<file path="config.mk">
export PLATFORM = sky130hd
export DESIGN_NAME = rf_writeback_scheduler
export DESIGN_NICKNAME = d
export VERILOG_FILES = /design/src/rtl/rf_writeback_scheduler.sv
export SDC_FILE = /design/constraint.sdc
export NUM_CORES = 1
export LEC_CHECK = 0
export BUFFER_PORTS_ARGS = -buffer_cell sky130_fd_sc_hd__buf_2
export CAP_MARGIN = 30
export CORE_ASPECT_RATIO = 0.75
export CORE_MARGIN = 2
export CORE_UTILIZATION = 30
export DETAILED_ROUTE_END_ITERATION = 8
export GPL_ROUTABILITY_DRIVEN = 0
export MAX_ROUTING_LAYER = met4
export PLACE_DENSITY = 0.56
export SLEW_MARGIN = 20
export SYNTH_ARGS = -nofsm -noshare
export SYNTH_HDL_FRONTEND = slang
export SYNTH_SLANG_ARGS = --single-unit
export TNS_END_PERCENT = 100
</file>
<file path="constraint.sdc">
create_clock -name clk -period 7.1 [get_ports clk]
set_clock_uncertainty 0.2 [all_clocks]
set_input_delay 1.42 -clock clk [delete_from_list [all_inputs] [get_ports clk]]
set_output_delay 1.42 -clock clk [all_outputs]
set_load 0.005 [all_outputs]
</file>
<file path="src/rtl/rf_writeback_scheduler.sv">
// rtl/rf_writeback_scheduler.sv - Round-robin ALU/load writeback arbiter with RAW/WAW busy scoreboard
module rf_writeback_scheduler #(
    parameter int DATA_WIDTH = 32,
    parameter int ADDR_WIDTH = 4,
    parameter int NUM_REGS   = 16
) (
    input  logic                  clk,
    input  logic                  reset,
    input  logic                  aluValid,
    input  logic [ADDR_WIDTH-1:0] aluAddr,
    input  logic [DATA_WIDTH-1:0] aluData,
    output logic                  aluReady,
    input  logic                  memValid,
    input  logic [ADDR_WIDTH-1:0] memAddr,
    input  logic [DATA_WIDTH-1:0] memData,
    output logic                  memReady,
    output logic                  rfWriteEnable,
    output logic [ADDR_WIDTH-1:0] rfWriteAddress,
    output logic [DATA_WIDTH-1:0] rfWriteData,
    input  logic                  issueReserve,
    input  logic [ADDR_WIDTH-1:0] issueDest,
    input  logic                  readEn1,
    input  logic [ADDR_WIDTH-1:0] srcAddr1,
    input  logic                  readEn2,
    input  logic [ADDR_WIDTH-1:0] srcAddr2,
    output logic                  stall,
    output logic [NUM_REGS-1:0]   busyBits
);

    typedef enum logic {
        SRC_ALU = 1'b0,
        SRC_MEM = 1'b1
    } src_e;

    src_e                  r_last_grant;
    logic                  r_wr_en;
    logic [ADDR_WIDTH-1:0] r_wr_addr;
    logic [DATA_WIDTH-1:0] r_wr_data;
    logic [NUM_REGS-1:0]   r_busy;

    logic                  w_alu_xfer;
    logic                  w_mem_xfer;
    logic                  w_stall;
    logic [NUM_REGS-1:0]   w_set_mask;
    logic [NUM_REGS-1:0]   w_clr_mask;

    // Under contention the source that did not win last time gets the port.
    always_comb begin
        aluReady = 1'b0;
        memReady = 1'b0;
        if (!reset) begin
            if (aluValid && memValid) begin
                aluReady = (r_last_grant == SRC_MEM);
                memReady = (r_last_grant == SRC_ALU);
            end else begin
                aluReady = aluValid;
                memReady = memValid;
            end
        end
    end

    assign w_alu_xfer = aluValid && aluReady;
    assign w_mem_xfer = memValid && memReady;

    assign w_stall = (readEn1 && r_busy[srcAddr1]) ||
                     (readEn2 && r_busy[srcAddr2]) ||
                     (issueReserve && r_busy[issueDest]);

    always_comb begin
        w_set_mask = '0;
        w_clr_mask = '0;
        for (int i = 0; i < NUM_REGS; i++) begin
            w_set_mask[i] = issueReserve && !w_stall && (issueDest == ADDR_WIDTH'(i));
            w_clr_mask[i] = r_wr_en && (r_wr_addr == ADDR_WIDTH'(i));
        end
    end

    always_ff @(posedge clk) begin
        if (reset) begin
            r_wr_en      <= 1'b0;
            r_wr_addr    <= '0;
            r_wr_data    <= '0;
            r_busy       <= '0;
            r_last_grant <= SRC_MEM;
        end else begin
            r_wr_en <= w_alu_xfer || w_mem_xfer;
            if (w_alu_xfer) begin
                r_wr_addr    <= aluAddr;
                r_wr_data    <= aluData;
                r_last_grant <= SRC_ALU;
            end else if (w_mem_xfer) begin
                r_wr_addr    <= memAddr;
                r_wr_data    <= memData;
                r_last_grant <= SRC_MEM;
            end
            // Set after clear: a fresh reservation outlives the retiring write.
            r_busy <= (r_busy & ~w_clr_mask) | w_set_mask;
        end
    end

    assign rfWriteEnable  = r_wr_en;
    assign rfWriteAddress = r_wr_addr;
    assign rfWriteData    = r_wr_data;
    assign busyBits       = r_busy;
    assign stall          = w_stall;

endmodule

</file>
* Yosys cells after proc, flatten, opt, wreduce, memory -nomap -nowiden
Index checks and enable logic that the tools add are counted.
** Operators by class
- Magnitude comparators :: 3
- Eq/ne operators :: 30
- Muxes and demuxes :: 16
- Bitwise logic cells :: 4
- Reductions and logical operators :: 46
** Operators by type and width (number)
- $eq 4x4->1 const B :: 16
- $mux 32 :: 2
- $logic_and 1x1->1 :: 39
- $eq 4x3->1 const B :: 8
- $and 16x16->16 :: 1
- $eq 4x2->1 const B :: 4
- $not 16->16 :: 1
- $or 16x16->16 :: 1
- $lt 4x5->1 const B :: 3
- $bmux 1 s4 :: 3
- $mux 1 :: 9
- $eq 4x1->1 const B :: 2
- $logic_not 4->1 :: 2
- $mux 4 :: 2
- $logic_or 1x1->1 :: 3
- $reduce_bool 2->1 :: 1
- $logic_not 1->1 :: 1
- $not 1->1 :: 1
** Word-level totals
- Flip-flop bits (word level) :: 54
- Input bits :: 91
- Output and inout port bits :: 56
- Logic and storage cells :: 104

* Depth between registers and ports, before layout
- Depth after elaboration :: 9
- Depth in mapped cells :: 7
- Depth with buffers taken out :: 5

* Worst setup path before layout
No wires, ideal clock.
- Path kind :: input-to-output
- Start :: input port srcAddr1[1]
- End :: output port stall
- Arrival :: 2.995 ns
- Required time :: 5.480 ns
- Setup slack :: 2.485 ns
- Stages on the path :: 6
- Buffers on the path :: 1
- Cells stage by stage :: clkbuf_1 > mux4_2 > nand2b_1 > nand3_1 > nand4_1 > a21o_1
** On the way
- Word-level cells in the longest chain between the ends :: 5
** RTL lines
- start: declaration :: line 23 : input logic [ADDR_WIDTH-1:0] srcAddr1,
- $bmux 1 s4 :: line 65 : assign w_stall = (readEn1 && r_busy[srcAddr1]) ||
- $mux 1 (implied by the code) :: line 65
- $logic_and 1x1->1 :: line 65
- $logic_or 1x1->1 :: line 65
- $logic_or 1x1->1 :: line 66 : (readEn2 && r_busy[srcAddr2]) ||
- end: declaration :: line 26 : output logic stall,
No other way between the ends. The select of a mux whose other input is x is not followed.

* Worst setup path after layout
- Start :: input port issueDest[1]
- End :: output port stall
** On the way
- Word-level cells in the longest chain between the ends :: 4
** RTL lines
- start: declaration :: line 21 : input logic [ADDR_WIDTH-1:0] issueDest,
- $bmux 1 s4 :: line 67 : (issueReserve && r_busy[issueDest]);
- $mux 1 (implied by the code) :: line 67
- $logic_and 1x1->1 :: line 67
- $logic_or 1x1->1 :: line 66
No other way between the ends. The select of a mux whose other input is x is not followed.

==> summary.md <==
| Metric | Value |
|---|---|
| Min-Delay Path Depth | `2` |
| Max Clk Rate | `approximately 200 MHz` |
| TritonCTS clock tree | `yes` |
| Slowest cell on crit path | `mux4_2` |
| Sequential element share of the synthesized area | `0.383` |
| Final hold violations | `0` |
| Pwr Density | `183 nW/µm²` |
| Worst-path cell chain | `buf_2, mux2_1, mux4_2, mux2i_2, inv_1, a21o_1, buf_2` |
| HP Start | `rfWriteData[17]` |
| Root Buffer | `clkbuf_16` |
| Reg clk slew, reported paths | `roughly 70 ps` |
| Detailed Route WL | `about 8500 µm` |
| Chip Height | `88.0 µm` |
| Synth Cell Area | `roughly 2800 µm²` |
| Met3 usage | `0.0311` |
| Clock Sink Count | `54` |
| Synth cell types | `33` |
| Initial cell density of the core | `0.311` |
| Clock Path Buffers | `2` |
| Worst Hold Path EP | `rfWriteData[17]` |
| Antenna violations before repair | `0` |
| Worst Reg-to-Reg Cells | `5` |
| Crit share post-route | `0.693` |
| Synth top area share | `0.383` |
| First-pass GRT wire length | `approximately 13000 µm` |
| Crit Path Category | `input port to output pin` |
| Residual DRC | `0` |
| Cell count after synthesis | `around 310` |
| Num CTS Buffers | `5` |
| Core Region | `between 9000 and 10000 µm²` |
| Pre-antenna DRT Iters | `4` |
| Cts repair resizes | `0` |
| Startpoint types | `input port` |
| Postcts setup bufs | `0` |
| Largest delay share family, worst path | `multiplexers` |
| ANT nets after route | `0` |
| IO buf count | `~150` |
| Status | `finished, final reports clean` |
| Slew headroom | `0.465` |
| CP bufs+invs | `3` |
| Pin count of the biggest net entering global routing | `between 40 and 50` |
| Total GRT Usage | `0.171` |
| Syn. warnings | `0` |
| Initial DRC Count | `about 130` |
| Worst Path Required | `~5500 ps` |
| Final nets | `531` |
| Actual slew at the worst max-slew pin | `~800 ps` |
| Number of global-route vias before repair | `~2800` |
| Static Leak | `~1.9 nW` |
| HPWL Detailed | `about 6500 µm` |
| Worst r2r src | `busyBits[10]` |
| RSZ-0062 raised after global routing | `no` |
| Setup TNS | `0 ps` |
| R2r endpoint | `busyBits[10]` |
| H-tree levels | `2` |
| Crit end category | `output pin` |
| Crit path DAT | `~3300 ps` |
| Place WS | `about 2200 ps` |
| Clock latency at the later pin of the worst-skew pair | `280 ps` |
| Area Overhead vs Synth | `34.2%` |
| Share of cells above drive strength 1 | `0.386` |
| Post-synth top area cell | `dfxtp_1` |
| Final setup fails | `0` |
| Reg2Reg Setup Slack | `roughly 4800 ps` |
| Fin crit period | `4920 ps` |
| Mapped Avg Cell Area | `9.20 µm²` |
| Row cnt | `30` |
| Synth Register Bits | `between 50 and 60` |
| Most used cell, CP | `buf_2` |
| Full die area | `10200 µm²` |
| Met1 Use GR | `0.234` |
| Number of vias per cell | `approximately 5.1` |
| Detailed-route via count | `2870` |
| Fin util | `0.417` |
| Synth area leaders | `dfxtp_1 38%, mux2i_1 16%, o21ai_1 8.2%, nand3_1 8.0%, mux4_2 5.6%` |
| Routed WL per cell | `15.0 µm` |
| Worst vdd ir | `between 0.1 and 0.15 mV` |
| Setup ws final | `~2200 ps` |
| Worst-path maximum fanout | `10` |
| Io pins | `around 150` |
| M2 GR Usage | `0.251` |
| Remaining Overflow, GRT | `0` |
| Hold WC Path Type | `flip-flop to flip-flop` |
| Fillers | `938` |
| Mapped Nets | `398` |
| Die width | `between 100 and 150 µm` |
| Max_cap viols | `0` |
| Cts hold-fix bufs | `0` |
| N_diodes | `0` |
| Final Max Slew Viols | `0` |
| GRT busiest layer | `met2` |
| Slowest stage delay, CP | `approximately 530 ps` |
layout by cell type, fill, tap and decap left out, types with 3 or more instances in the layout:
cell type  netlist  final
inv_1            6      6
nand3_1         45     45
nand2b_1         3      3
nand2_1          7      6
nor2_1          12     11
buf_2            3    146
dfxtp_1         54     54
mux4_2           7      7
a22oi_1          4      4
nor2b_1          6      6
mux2_1           3      3
nand4_1          5      5
mux2i_1         44     44
o311ai_0         3      3
clkbuf_16        0      5
o21ai_1         46     45
a211oi_1         6      6
o2111ai_1        3      3
nand3b_1         7      7
o211ai_1         9      9
through the flow:
stage | hold slack, ps | cells | instance area [µm²] | power, mW
floorplan | 256 | 307 | 2820 | 0.408
global placement | 248 | 560 | 3640 | 0.468
detailed placement | 252 | 561 | 3660 | 0.471
CTS | 262 | 568 | 3790 | 0.701
global route | 281 | 568 | 3790 | 0.730
finish | 258 | 568 | 3790 | 0.693
cell families (layout without fill, tap and decap cells):
kind of cell / count (synthesis) / in the layout / synth area share
mux: 57 / 57 / 0.238
flops: 54 / 54 / 0.383
compound gates: 76 / 76 / 0.168
buf+inv: 31 / 164 / 0.0465
simple gates: 89 / 89 / 0.164
worst min-delay path, stage by stage (launching register included):
cell	delay, ps
dfxtp_1	310
nand3_1	50
o21ai_1	50
final cells by class:
class | instances | area, µm² | share of cell area
sequential | 54 | 1080 | 0.285
timing repair buffer | 149 | 766 | 0.202
tap | 128 | 160 | 0.0423
multi-input combinational | 222 | 1620 | 0.428
clock buffer | 7 | 133 | 0.0350
inverter | 8 | 30.0 | 0.00792
synth_stat cells:
cell       number
inv_1           6
nand4_1         5
nand2b_1        3
o21ai_0         1
o211ai_1        9
mux2_2          1
mux4_2          7
clkbuf_1       18
o2111ai_1       3
dfxtp_1        54
a21oi_1         1
nand2_1         7
mux2_1          3
a21o_1          1
o21ai_1        46
o22ai_1         1
buf_2           3
mux2i_1        44
nor3b_1         2
mux2i_2         1
a311oi_4        1
mux2_4          1
nor2b_1         6
and3_1          2
buf_6           1
nand3_1        45
nor2_1         12
clkbuf_4        1
nand3b_1        7
a22oi_1         4
a211oi_1        6
inv_2           2
o311ai_0        3
per-layer routing:
metal | routed length (µm) | vias to the layer above
met5 | 0 | -
met4 | 153 | 0
li1 | - | 1415
met3 | 556 | 13
met2 | 3750 | 108
met1 | 4050 | 1334
how the worst max path moves through the flow:
stage	from	to	slack [ps]	cells past startpoint
after CTS	issueDest[1]	stall	2190	7
after global routing	issueDest[1]	stall	2090	7
final	issueDest[1]	stall	2180	7
after global placement	issueDest[1]	stall	2250	7
after detailed placement	issueDest[1]	stall	2190	7
after floorplan	srcAddr1[1]	stall	2480	6
report_power, final:
group	total [mW]	internal, mW	switching (mW)
clock network	0.230	0.129	0.100
logic	0.127	0.0613	0.0661
registers	0.336	0.322	0.0144
total	0.693	0.512	0.181
state kept, by name, indices dropped and copies added, names as in the netlist:
signal and cells:
rfWriteAddress 4, rfWriteData 32, busyBits 16, rfWriteEnable 1, r_last_grant 1
(Power assumes the default switching activity.)
